[config.mk]
export PLATFORM = sky130hd
export DESIGN_NAME = onehot_dec_pipe_flat
export DESIGN_NICKNAME = d
export VERILOG_FILES = /design/src/rtl/mips_dec_pkg.sv /design/src/rtl/onehot_dec_pipe_if.sv /design/src/rtl/dec_skid_buf.sv /design/src/rtl/onehot_dec_pipe.sv /design/src/flat_wrapper.sv
export SDC_FILE = /design/constraint.sdc
export NUM_CORES = 1
export LEC_CHECK = 0
export CORE_AREA = 4 4 97 99
export CTS_CLUSTER_DIAMETER = 100
export DETAILED_ROUTE_END_ITERATION = 6
export DIE_AREA = 0 0 101 103
export PLACE_DENSITY_LB_ADDON = 0.25
export SETUP_SLACK_MARGIN = 0.2
export SYNTH_ARGS = -nofsm -noshare
export SYNTH_HDL_FRONTEND = slang
export SYNTH_HIERARCHICAL = 1
export SYNTH_SLANG_ARGS = --single-unit
export TNS_END_PERCENT = 100
[constraint.sdc]
create_clock -name clk -period 3.01 [get_ports clk]
set_input_delay 0.301 -clock clk [delete_from_list [all_inputs] [get_ports clk]]
set_output_delay 0.301 -clock clk [all_outputs]
set_load 0.005 [all_outputs]
[src/rtl/mips_dec_pkg.sv]
// Shared widths, count-state encodings and the decode function for the one-hot decoder pipe.
// The decode function works at the widest supported code; callers cast the result to their width.
package mips_dec_pkg;

    localparam int ADDR_W_DEF = 5;
    localparam int OUT_W_DEF  = 1 << ADDR_W_DEF;

    // Widest code the shared decode function handles (ADDR_W must not exceed this).
    localparam int ADDR_W_MAX = 8;
    localparam int OUT_W_MAX  = 1 << ADDR_W_MAX;

    localparam logic [1:0] EMPTY = 2'd0;
    localparam logic [1:0] ONE   = 2'd1;
    localparam logic [1:0] FULL  = 2'd2;

    function automatic logic [OUT_W_MAX-1:0] onehot(
        input logic [ADDR_W_MAX-1:0] addr,
        input logic                  en,
        input logic                  zmask
    );
        if (!en || (zmask && (addr == '0))) begin
            return '0;
        end
        return OUT_W_MAX'(1) << addr;
    endfunction

endpackage

[src/rtl/onehot_dec_pipe_if.sv]
// Handshake bundle of the one-hot decoder pipe: input code, decoded output and scoreboard retire.
// slave is the decoder's view, master the producer/consumer view.
interface onehot_dec_pipe_if
    import mips_dec_pkg::*;
#(
    parameter int ADDR_W = ADDR_W_DEF
);
    localparam int OUT_W = 1 << ADDR_W;

    logic              in_valid;
    logic              in_ready;
    logic [ADDR_W-1:0] in_addr;
    logic              in_en;
    logic              out_valid;
    logic              out_ready;
    logic [OUT_W-1:0]  out_y;
    logic [ADDR_W-1:0] out_addr;
    logic              retire_valid;
    logic [ADDR_W-1:0] retire_addr;
    logic [OUT_W-1:0]  pending;

    modport slave (
        input  in_valid, in_addr, in_en, out_ready, retire_valid, retire_addr,
        output in_ready, out_valid, out_y, out_addr, pending
    );

    modport master (
        output in_valid, in_addr, in_en, out_ready, retire_valid, retire_addr,
        input  in_ready, out_valid, out_y, out_addr, pending
    );

endinterface

[src/rtl/dec_skid_buf.sv]
// 2-entry valid/ready buffer; a push into an empty buffer is visible one cycle later.
// o_nfull depends only on the count, so upstream ready never sees i_rdy combinationally.
module dec_skid_buf
    import mips_dec_pkg::*;
#(
    parameter int W = 8
) (
    input  logic         clk,
    input  logic         reset,
    input  logic         i_push,
    input  logic [W-1:0] i_dat,
    output logic         o_nfull,
    output logic         o_vld,
    input  logic         i_rdy,
    output logic [W-1:0] o_dat
);

    logic [1:0]   r_cnt;
    logic [W-1:0] r_head;
    logic [W-1:0] r_tail;
    logic         w_pop;

    assign o_vld   = (r_cnt != EMPTY);
    assign o_nfull = (r_cnt != FULL);
    assign o_dat   = r_head;
    assign w_pop   = o_vld & i_rdy;

    // r_head is always the oldest entry; r_tail is only occupied in FULL.
    always_ff @(posedge clk or posedge reset) begin
        if (reset) begin
            r_cnt  <= EMPTY;
            r_head <= '0;
            r_tail <= '0;
        end else begin
            case (r_cnt)
                EMPTY: begin
                    if (i_push) begin
                        r_head <= i_dat;
                        r_cnt  <= ONE;
                    end
                end
                ONE: begin
                    if (i_push && w_pop) begin
                        r_head <= i_dat;
                    end else if (i_push) begin
                        r_tail <= i_dat;
                        r_cnt  <= FULL;
                    end else if (w_pop) begin
                        r_cnt  <= EMPTY;
                    end
                end
                FULL: begin
                    if (w_pop) begin
                        r_head <= r_tail;
                        r_cnt  <= ONE;
                    end
                end
                default: r_cnt <= EMPTY;
            endcase
        end
    end

endmodule

[src/rtl/onehot_dec_pipe.sv]
// Registered binary-to-one-hot decoder with $zero masking; 1-cycle latency, 1/cycle throughput.
// Stalls when the buffer is full or, with ONEHOT_DEC_SCOREBOARD_EN, when the target register is pending.
module onehot_dec_pipe
    import mips_dec_pkg::*;
#(
    parameter int ADDR_W    = ADDR_W_DEF,
    parameter bit ZERO_MASK = 1'b1
) (
    input  logic              clk,
    input  logic              reset,
    onehot_dec_pipe_if.slave  bus
);

    localparam int OUT_W = 1 << ADDR_W;
    localparam int DAT_W = ADDR_W + OUT_W;

    logic             w_buf_nfull;
    logic             w_sb_ok;
    logic             w_in_ready;
    logic             w_accept;
    logic [OUT_W-1:0] w_y;
    logic [DAT_W-1:0] w_buf_out;

    assign w_y        = OUT_W'(onehot(ADDR_W_MAX'(bus.in_addr), bus.in_en, ZERO_MASK));
    assign w_in_ready = w_buf_nfull & w_sb_ok;
    assign w_accept   = bus.in_valid & w_in_ready;
    assign bus.in_ready = w_in_ready;

    dec_skid_buf #(
        .W (DAT_W)
    ) u_buf (
        .clk     (clk),
        .reset   (reset),
        .i_push  (w_accept),
        .i_dat   ({bus.in_addr, w_y}),
        .o_nfull (w_buf_nfull),
        .o_vld   (bus.out_valid),
        .i_rdy   (bus.out_ready),
        .o_dat   (w_buf_out)
    );

    assign bus.out_addr = w_buf_out[DAT_W-1:OUT_W];
    assign bus.out_y    = w_buf_out[OUT_W-1:0];

`ifdef ONEHOT_DEC_SCOREBOARD_EN
    logic [OUT_W-1:0] r_pending;
    logic [OUT_W-1:0] w_set;
    logic [OUT_W-1:0] w_clr;

    // w_y is already the one-hot of in_addr (or zero), so it doubles as the set mask.
    assign w_set = w_accept ? w_y : '0;
    assign w_clr = bus.retire_valid ? (OUT_W'(1) << bus.retire_addr) : '0;

    // Set is applied after clear so a same-cycle set/clear on one bit leaves it set.
    always_ff @(posedge clk or posedge reset) begin
        if (reset) begin
            r_pending <= '0;
        end else begin
            r_pending <= (r_pending & ~w_clr) | w_set;
        end
    end

    assign w_sb_ok     = ~(bus.in_en & r_pending[bus.in_addr]);
    assign bus.pending = r_pending;
`else
    logic w_unused_retire;

    assign w_sb_ok         = 1'b1;
    assign bus.pending     = '0;
    assign w_unused_retire = ^{bus.retire_valid, bus.retire_addr};
`endif

endmodule
[src/flat_wrapper.sv]
// flat-port wrapper written by rule: the top's interface ports become plain ports
module onehot_dec_pipe_flat import mips_dec_pkg::*;
#(
    parameter int ADDR_W    = ADDR_W_DEF,
    parameter bit ZERO_MASK = 1'b1
)
  (clk, reset, bus_in_valid, bus_in_addr, bus_in_en, bus_out_ready, bus_retire_valid, bus_retire_addr, bus_in_ready, bus_out_valid, bus_out_y, bus_out_addr, bus_pending);
  onehot_dec_pipe_if #(.ADDR_W(ADDR_W)) bus_i ();
  input  logic clk;
  input  logic reset;
  input wire logic [$bits(bus_i.in_valid)-1:0] bus_in_valid;
  input wire logic [$bits(bus_i.in_addr)-1:0] bus_in_addr;
  input wire logic [$bits(bus_i.in_en)-1:0] bus_in_en;
  input wire logic [$bits(bus_i.out_ready)-1:0] bus_out_ready;
  input wire logic [$bits(bus_i.retire_valid)-1:0] bus_retire_valid;
  input wire logic [$bits(bus_i.retire_addr)-1:0] bus_retire_addr;
  output wire logic [$bits(bus_i.in_ready)-1:0] bus_in_ready;
  output wire logic [$bits(bus_i.out_valid)-1:0] bus_out_valid;
  output wire logic [$bits(bus_i.out_y)-1:0] bus_out_y;
  output wire logic [$bits(bus_i.out_addr)-1:0] bus_out_addr;
  output wire logic [$bits(bus_i.pending)-1:0] bus_pending;
  assign bus_i.in_valid = bus_in_valid;
  assign bus_i.in_addr = bus_in_addr;
  assign bus_i.in_en = bus_in_en;
  assign bus_i.out_ready = bus_out_ready;
  assign bus_i.retire_valid = bus_retire_valid;
  assign bus_i.retire_addr = bus_retire_addr;
  assign bus_in_ready = bus_i.in_ready;
  assign bus_out_valid = bus_i.out_valid;
  assign bus_out_y = bus_i.out_y;
  assign bus_out_addr = bus_i.out_addr;
  assign bus_pending = bus_i.pending;
  onehot_dec_pipe #(.ADDR_W(ADDR_W), .ZERO_MASK(ZERO_MASK)) u_core (.clk(clk), .reset(reset), .bus(bus_i));
endmodule
==> results of run 1 <==
sequential cells by signal (all words and copies together) (netlist names):
| name | cells |
|---|---|
| u_core/u_buf/r_cnt | 2 |
| u_core/u_buf/o_dat | 37 |
| u_core/u_buf/r_tail | 37 |
cell usage in the layout (no fill, tap or decap):
| cell type | count |
|---|---|
| mux2_2 | 101 |
| dfrtp_1 | 76 |
| clkdlybuf4s50_1 | 48 |
| conb_1 | 34 |
| nor2_1 | 31 |
| clkbuf_8 | 11 |
| mux2_1 | 10 |
| bufinv_16 | 3 |
| nand4b_1 | 3 |
| nand4bb_1 | 3 |
| buf_4 | 2 |
| nand2b_1 | 2 |
| nand2_1 | 2 |
| a21oi_1 | 2 |
| clkinv_2 | 1 |
| clkbuf_1 | 1 |
| nand4_1 | 1 |
| or2_1 | 1 |
| or4b_1 | 1 |
| and2_1 | 1 |
| nor2b_2 | 1 |
| and3b_1 | 1 |
| nand2b_2 | 1 |
| mux2i_1 | 1 |
| o2bb2ai_4 | 1 |
| nor3b_1 | 1 |
| o22ai_1 | 1 |
| or2_2 | 1 |
| inv_2 | 1 |
| buf_12 | 1 |
worst max-delay path: stages, from the launching register on:
cell       delay [ns]
dfrtp_1          0.47
nand2b_2         0.17
and2_1           0.17
mux2i_1          0.13
o2bb2ai_4        0.92
mux2_2           0.42
through the flow:
stage                     setup slack, ns  std cells  util (%)
final                              0.5992        452     52.66
after global routing               0.3399        452     52.66
after CTS                          0.5553        452     52.66
after floorplan                    0.7707        323         -
after detailed placement           0.3825        436     49.74
after global placement             0.4212        436     49.74
power by group through the flow:
stage,registers (mW),clock network (mW),logic [mW]
finish,1.20,0.958,0.513
global route,1.22,1.03,0.559
global placement,1.21,0,0.515
CTS,1.20,0.986,0.523
floorplan,1.21,0,0.362
detailed placement,1.22,0,0.522
per-layer routing:
layer	share of wire, %	GRT usage [%]	vias up
met4	1.8	6.237	0
met3	4.9	2.706	11
met2	46	22.53	64
met1	47	19.40	1103
li1	-	-	1040
met5	0	0	-
logic make-up after synthesis:
logic type,synth area share (%)
mux,33.16
flops,50.05
simple gates,6.915
buf+inv,8.627
compound gates,1.153
other cells,0.09869
final timing paths:
kind	startpoint	to	cells past startpoint
setup reg to reg	u_core/u_buf/r_cnt[0]	u_core/u_buf/o_dat[4]	5
setup / recovery	u_core/u_buf/r_cnt[0]	u_core/u_buf/o_dat[4]	5
hold reg to reg	u_core/u_buf/o_dat[34]	u_core/u_buf/o_dat[34]	1
min in group clk	u_core/u_buf/o_dat[34]	u_core/u_buf/o_dat[34]	1
hold / removal	reset	u_core/u_buf/o_dat[13]	2
max in group asynchronous	reset	u_core/u_buf/o_dat[29]	3
area by class of cell:
cell class	count	area (sq um)	share of cell area (%)
clock inverters	4	95.09	2.112
flip-flops and latches	76	1902	42.23
repair buffers	51	515.5	11.45
clock buffers	12	155.1	3.445
multi-input cells	200	1697	37.68
well taps	108	135.1	3.001
inverters	1	3.754	0.08336
==> flow_metrics.py, run 1 <==
metrics = {
    "outcome": {
        "outcome": "complete, no violations",
    },
    "logic_synthesis": {
        "yosys-top-cells-area": "dfrtp_1 (50%), mux2_2 (30%), buf_4 (7.3%), nor2_1 (3.1%), mux2_1 (3.0%)",
        "ys.flop_type": "dfrtp_1",
        "ys_seq_elements": 76,
        "synth_edf_count": 0,
        "ys_warn_count": 6,
        "synthArstFlopShare_pct": 100.0,
        "yosys-top-cells-count": "mux2_2 (101), dfrtp_1 (76), buf_4 (37), nor2_1 (31), mux2_1 (10)",
        "syn_inst": 290,
        "synth.avg_cell_area_sq_um": 13.10,
        "ys_types": 26,
        "synth_area_leader_cell": "dfrtp_1",
        "synth_top_area_share_pct": 50.05,
        "synth_seq_area_share_pct": 50.05,
        "synth.most_common_cell": "mux2_2",
        "netlist_area_sq_um": 3800,
    },
    "timing": {
        "hold_slack_ns": 0.4111,
        "fmax_ghz": 0.4148,
        "rsz0062_at_grt": "false",
        "maxSlewViolCount": 0,
        "worst_pin_slew_ns": 1.123,
        "min_period_over_period_pct": 80.09,
        "tns_ns": 0,
        "slew_headroom_pct": 24.99,
        "hold_violations": 0,
        "setup_violations": 0,
        "finClkSkew_ns": 0.007181,
        "post-route-min-period_ns": 2.411,
    },
    "routing": {
        "vias_per_cell": 4.907,
        "drt_iter0_drc": 129,
        "dr_total_vias": 2218,
        "drt_first_pass_iters": 4,
        "ant_nets": 0,
        "drt-total-wl_microns": 7014,
        "post-route-drc-count": 0,
        "wire_per_inst_microns": 15.52,
    },
    "cts": {
        "clk_pin_slew_worst_paths_ns": 0.07,
        "cts_tree": "yes",
        "holdBufCountCts": 0,
        "cts.sinks": 76,
        "clk_latency_ns": 0.35,
        "htreeDepth": 3,
        "cts_resized": 0,
        "post_cts_buffers": 0,
        "cts_buffers": 9,
        "clock_path_buffers": 2,
        "cts-root-buf": "clkbuf_8",
    },
    "setup_path": {
        "crit_path_max_fanout": 37,
        "critPathKind": "reg -> reg",
        "cp-start-kind": "flop",
        "end_kind": "flop",
        "regToRegSetupSlack_ns": 0.60,
        "arrival_ns": 2.64,
        "required_ns": 3.24,
    },
    "floorplanning": {
        "core_sq_um": 8551,
        "dieHeight_microns": 103,
        "die_w_microns": 101,
        "rows": 34,
        "design.die.area_sq_um": 10400,
        "start_util_pct": 44.44,
        "io_pins": 87,
    },
    "power_and_ir_drop": {
        "p_int_mw": 2.021,
        "p_per_area_nw_per_um2": 592.7,
        "leakage_nw": 2.147,
        "p_sw_share_pct": 24.28,
        "finalPower_mw": 2.669,
        "sequentialPowerShare_pct": 44.9,
        "p_switching_mw": 0.6479,
        "ir_drop_mv": 0.3523,
        "combPwrFrac_pct": 19.2,
        "clkPwrFrac_pct": 35.9,
    },
    "final_layout": {
        "num-fill-cells": 763,
        "fin_nets": 355,
        "antennaDiodeCount": 0,
        "stdcell_area_sq_um": 4503,
        "area_growth_pct": 18.51,
        "layout-drive-gt1-share_pct": 36.05,
    },
    "job": {
        "maxCapViolCount": 0,
    },
    "global_route": {
        "grt_overflow": 0,
        "grt_pass1_vias": 2301,
        "antenna_found_initial": 0,
        "grt_pass1_wl_microns": 11480,
        "grt_max_degree": 42,
        "grt_use_total_pct": 14.31,
    },
    "placement": {
        "port_buffers": 48,
        "post_dp_cell_area_sq_um": 4253,
        "dp_hpwl_microns": 4514,
        "routabilityCongestion": 0.6895,
    },
    "min_path": {
        "hold_path.class": "in -> async",
    },
}
(Power assumes the default switching activity.)
==> inputs of run 2 (changes only) <==
- clock period: 3.01 -> 2.5 ns (I/O delays scaled with it)
==> flow_metrics.py, run 2 (synthesized netlist as in run 1, its figures left out) <==
metrics = {
    "outcome": {
        "outcome": "complete, no violations",
    },
    "placement": {
        "dp_hpwl_microns": 4555,
        "post_dp_cell_area_sq_um": 4293,
        "port_buffers": 48,
        "routabilityCongestion": 0.7039,
        "place_ws_ns": 0.4104,
    },
    "floorplanning": {
        "design.die.area_sq_um": 10400,
        "start_util_pct": 44.44,
        "dieHeight_microns": 103,
        "die_w_microns": 101,
        "io_pins": 87,
        "rows": 34,
        "core_sq_um": 8551,
    },
    "final_layout": {
        "num-fill-cells": 748,
        "final_common_cell": "mux2_2",
        "layout_common_cells": "mux2_2 (101), dfrtp_1 (76), clkdlybuf4s50_1 (48), conb_1 (34), nor2_1 (31)",
        "stdcell_area_sq_um": 4498,
        "antennaDiodeCount": 0,
        "fin_nets": 357,
        "layout-drive-gt1-share_pct": 36.71,
        "multi_input_area_sq_um": 1697,
        "area_growth_pct": 18.37,
        "area.sequential_sq_um": 1902,
    },
    "power_and_ir_drop": {
        "finalPower_mw": 3.017,
        "p_per_area_nw_per_um2": 670.8,
        "leakage_nw": 2.138,
        "ir_drop_mv": 0.3417,
    },
    "timing": {
        "maxSlewViolCount": 0,
        "min_period_over_period_pct": 86.43,
        "fmax_ghz": 0.4628,
        "fin_ws_ns": 0.3392,
        "finClkSkew_ns": 0.004984,
        "tns_ns": 0,
        "hold_slack_ns": 0.2367,
        "setup_violations": 0,
        "rsz0062_at_grt": "false",
        "hold_violations": 0,
        "post-route-min-period_ns": 2.161,
    },
    "setup_path": {
        "cp_cell_sequence": "nand2b_2 > buf_6 > clkdlybuf4s50_1",
        "arrival_ns": 1.91,
        "crit_path_max_fanout": 39,
        "end_kind": "output port",
        "cp-start-kind": "flop",
        "worst_path_largest_cell_delay_ns": 0.57,
        "crit_path_top_delay_cell": "clkdlybuf4s50_1",
        "required_ns": 2.25,
        "critPathKind": "reg -> out",
    },
    "job": {
        "maxCapViolCount": 0,
    },
    "routing": {
        "vias_per_cell": 4.980,
        "post-route-drc-count": 0,
        "wire_per_inst_microns": 15.21,
        "drt_iter0_drc": 103,
        "ant_nets": 0,
        "drt-total-wl_microns": 6907,
        "dr_total_vias": 2261,
        "drt_first_pass_iters": 4,
    },
    "cts": {
        "post_cts_buffers": 0,
        "clock_path_buffers": 2,
        "cts_buffers": 9,
        "cts_resized": 1,
        "holdBufCountCts": 0,
        "clk_pin_slew_worst_paths_ns": 0.08,
        "cts.sinks": 76,
        "cts-root-buf": "clkbuf_8",
        "cts_tree": "yes",
        "htreeDepth": 3,
        "clk_latency_ns": 0.34,
    },
    "global_route": {
        "antenna_found_initial": 0,
        "grt_pass1_wl_microns": 11510,
        "grt_pass1_vias": 2286,
        "grt_overflow": 0,
        "grt_max_degree": 40,
        "grt_use_total_pct": 14.23,
    },
    "min_path": {
        "hold_path.class": "in -> async",
    },
}
run 2: worst paths after layout:
path | startpoint | slack, ns | cells after the start | to
worst max-delay path | u_core/u_buf/r_cnt[0] | 0.34 | 3 | bus_in_ready
worst min-delay path | reset | 0.24 | 2 | u_core/u_buf/o_dat[14]
worst max register to register | u_core/u_buf/r_cnt[0] | 0.44 | 6 | u_core/u_buf/r_tail[10]
worst min register to register | u_core/u_buf/o_dat[28] | 0.49 | 1 | u_core/u_buf/o_dat[28]
max in group asynchronous | reset | 1.56 | 3 | u_core/u_buf/o_dat[31]
min in group clk | u_core/u_buf/o_dat[28] | 0.49 | 1 | u_core/u_buf/o_dat[28]
run 2: critical path, delay by kind of cell, from the launching register on:
family | cells | cell delay [ns]
simple gates | 1 | 0.18
flops | 1 | 0.47
buf+inv | 2 | 0.90
run 2: where the power goes:
group | internal (mW) | total, mW | switching, mW | leakage [nW]
Clock | 0.486 | 0.935 | 0.450 | 0.0983
Combinational | 0.370 | 0.639 | 0.269 | 1.01
Sequential | 1.37 | 1.44 | 0.0761 | 1.03
run 2: metal layers:
metal | share of wire [%] | up-vias | GRT usage (%)
li1 | - | 1049 | -
met1 | 46 | 1138 | 19.23
met2 | 47 | 64 | 22.08
met3 | 5.5 | 10 | 3.248
met4 | 1.9 | 0 | 6.135
met5 | 0 | - | 0
run 2: final cells by class:
cell class	count	area share, %
flip-flops and latches	76	42.28
multi-input cells	200	37.72
repair buffers	53	12.43
clock buffers	10	3.060
well taps	108	3.004
clock inverters	6	1.419
inverters	1	0.08345
run 2: stage by stage:
stage	util [%]	std cells
after floorplan	-	323
after global placement	50.20	438
after detailed placement	50.20	438
after CTS	52.60	454
after global routing	52.60	454
final	52.60	454
==> inputs of run 3 (changes only) <==
- CORE_AREA: 4 4 97 99 -> 10 10 99 101
- DIE_AREA: 0 0 101 103 -> 0 0 109 111
==> flow_metrics.py, run 3 (synthesized netlist as in run 1, its figures left out) <==
metrics = {
    "outcome": {
        "outcome": "complete, no violations",
    },
    "setup_path": {
        "cp-start-kind": "flop",
        "crit_path_top_delay_cell": "clkdlybuf4s50_1",
        "crit_family": "buffers and inverters",
        "critPathKind": "reg -> out",
        "critical_path_buf_inv_count": 2,
        "crit_path_max_fanout": 39,
        "required_ns": 2.25,
        "cp_cell_sequence": "nand2b_2 > clkbuf_8 > clkdlybuf4s50_1",
        "worst_path_largest_cell_delay_ns": 0.57,
        "end_kind": "output port",
        "arrival_ns": 1.92,
    },
    "timing": {
        "maxSlewViolCount": 0,
        "slew_headroom_pct": 64.12,
        "rsz0062_at_grt": "true",
        "fmax_ghz": 0.4600,
        "post-route-min-period_ns": 2.174,
        "setup_violations": 0,
        "tns_ns": 0,
        "finClkSkew_ns": 0.007058,
        "hold_violations": 0,
        "worst_pin_slew_ns": 0.5373,
        "hold_slack_ns": 0.3220,
        "min_period_over_period_pct": 86.95,
    },
    "final_layout": {
        "fin_nets": 357,
        "num-fill-cells": 678,
        "layout_common_cells": "mux2_2 (101), dfrtp_1 (76), clkdlybuf4s50_1 (48), conb_1 (34), nor2_1 (31)",
        "area_growth_pct": 18.74,
        "layout-drive-gt1-share_pct": 36.42,
        "antennaDiodeCount": 0,
        "stdcell_area_sq_um": 4512,
        "final_common_cell": "mux2_2",
        "post-route-util_pct": 56.62,
    },
    "placement": {
        "port_buffers": 48,
        "dp_hpwl_microns": 4985,
        "post_dp_cell_area_sq_um": 4289,
        "routabilityCongestion": 0.7331,
    },
    "routing": {
        "drt_iter0_drc": 103,
        "post-route-drc-count": 0,
        "drt_first_pass_iters": 4,
        "vias_per_cell": 4.958,
        "drt-total-wl_microns": 7371,
        "dr_total_vias": 2236,
        "wire_per_inst_microns": 16.34,
        "ant_nets": 0,
    },
    "global_route": {
        "grt_use_total_pct": 12.67,
        "grt_pass1_wl_microns": 12190,
        "grt_pass1_vias": 2386,
        "grt_overflow": 0,
        "antenna_found_initial": 0,
        "grt_max_degree": 77,
    },
    "cts": {
        "cts-root-buf": "clkbuf_8",
        "clock_path_buffers": 2,
        "cts_buffers": 9,
        "clk_latency_ns": 0.35,
        "holdBufCountCts": 0,
        "cts.sinks": 76,
        "clk_pin_slew_worst_paths_ns": 0.08,
        "post_cts_buffers": 0,
        "cts_tree": "yes",
        "htreeDepth": 3,
    },
    "floorplanning": {
        "rows": 33,
        "io_pins": 87,
        "start_util_pct": 47.68,
        "die_w_microns": 109,
        "core_sq_um": 7969,
        "dieHeight_microns": 111,
        "design.die.area_sq_um": 12100,
    },
    "power_and_ir_drop": {
        "p_per_area_nw_per_um2": 690.7,
        "leakage_nw": 2.154,
        "ir_drop_mv": 0.3903,
    },
    "job": {
        "maxCapViolCount": 0,
    },
    "min_path": {
        "hold_path.class": "in -> async",
    },
}
-- run 3: cell count changes in the layout (fill, tap and decap cells not counted), sizes merged --
cell and delta:
clkbuf +2, clkinvlp -2, buf -1, bufinv +1
-- run 3: timing repair --
action / CTS / global route
setup endpoints to repair: 1 / 24
gates resized for setup: 1 / 1
pin swaps: 0 / 1
hold endpoints to repair: 0 / 0
-- run 3: routing by layer --
layer / GRT usage (%) / part of all wire [%]
met5: 0 / 0
met4: 3.694 / 1.1
met3: 5.988 / 10
met2: 19.81 / 46
met1: 15.05 / 42
-- run 3: power breakdown --
group	total [mW]	internal [mW]	switching, mW
Sequential	1.44	1.37	0.0759
Combinational	0.650	0.371	0.279
Clock	1.02	0.585	0.439
-- run 3: worst paths after layout --
kind | startpoint | endpoint | slack [ns] | cells after the start
max in group asynchronous | reset | u_core/u_buf/o_dat[28] | 1.89 | 3
hold / removal | reset | u_core/u_buf/r_tail[20] | 0.32 | 3
min in group clk | u_core/u_buf/o_dat[30] | u_core/u_buf/o_dat[30] | 0.49 | 1
hold reg to reg | u_core/u_buf/o_dat[30] | u_core/u_buf/o_dat[30] | 0.49 | 1
setup / recovery | u_core/u_buf/r_cnt[0] | bus_in_ready | 0.33 | 3
setup reg to reg | u_core/u_buf/r_cnt[0] | u_core/u_buf/o_dat[10] | 0.33 | 6
-- run 3: layout make-up --
cell class                 count  area, sq um  area share, %
multi-input combinational    200         1697          37.60
clock buffer                  11        141.4          3.134
tap                          105        131.4          2.912
sequential                    76         1902          42.15
inverter                       1        3.754        0.08319
timing repair buffer          53        561.8          12.45
clock inverter                 5        75.07          1.664
-- run 3: metrics by stage --
step / cells / power, mW / setup slack, ns
final: 451 / 3.117 / 0.3262
after global routing: 451 / 3.288 / 0.1964
after CTS: 451 / 3.156 / 0.2762
after detailed placement: 435 / 2.126 / 0.2460
after global placement: 435 / 2.107 / 0.2654
after floorplan: 323 / 1.893 / 0.3117
-- run 3: worst register-to-register path: stages, from the launching register on --
cell       delay, ns
dfrtp_1         0.47
nand2b_2        0.18
and2_1          0.18
mux2i_1         0.13
o2bb2ai_4       0.46
buf_12          0.25
mux2_2          0.38
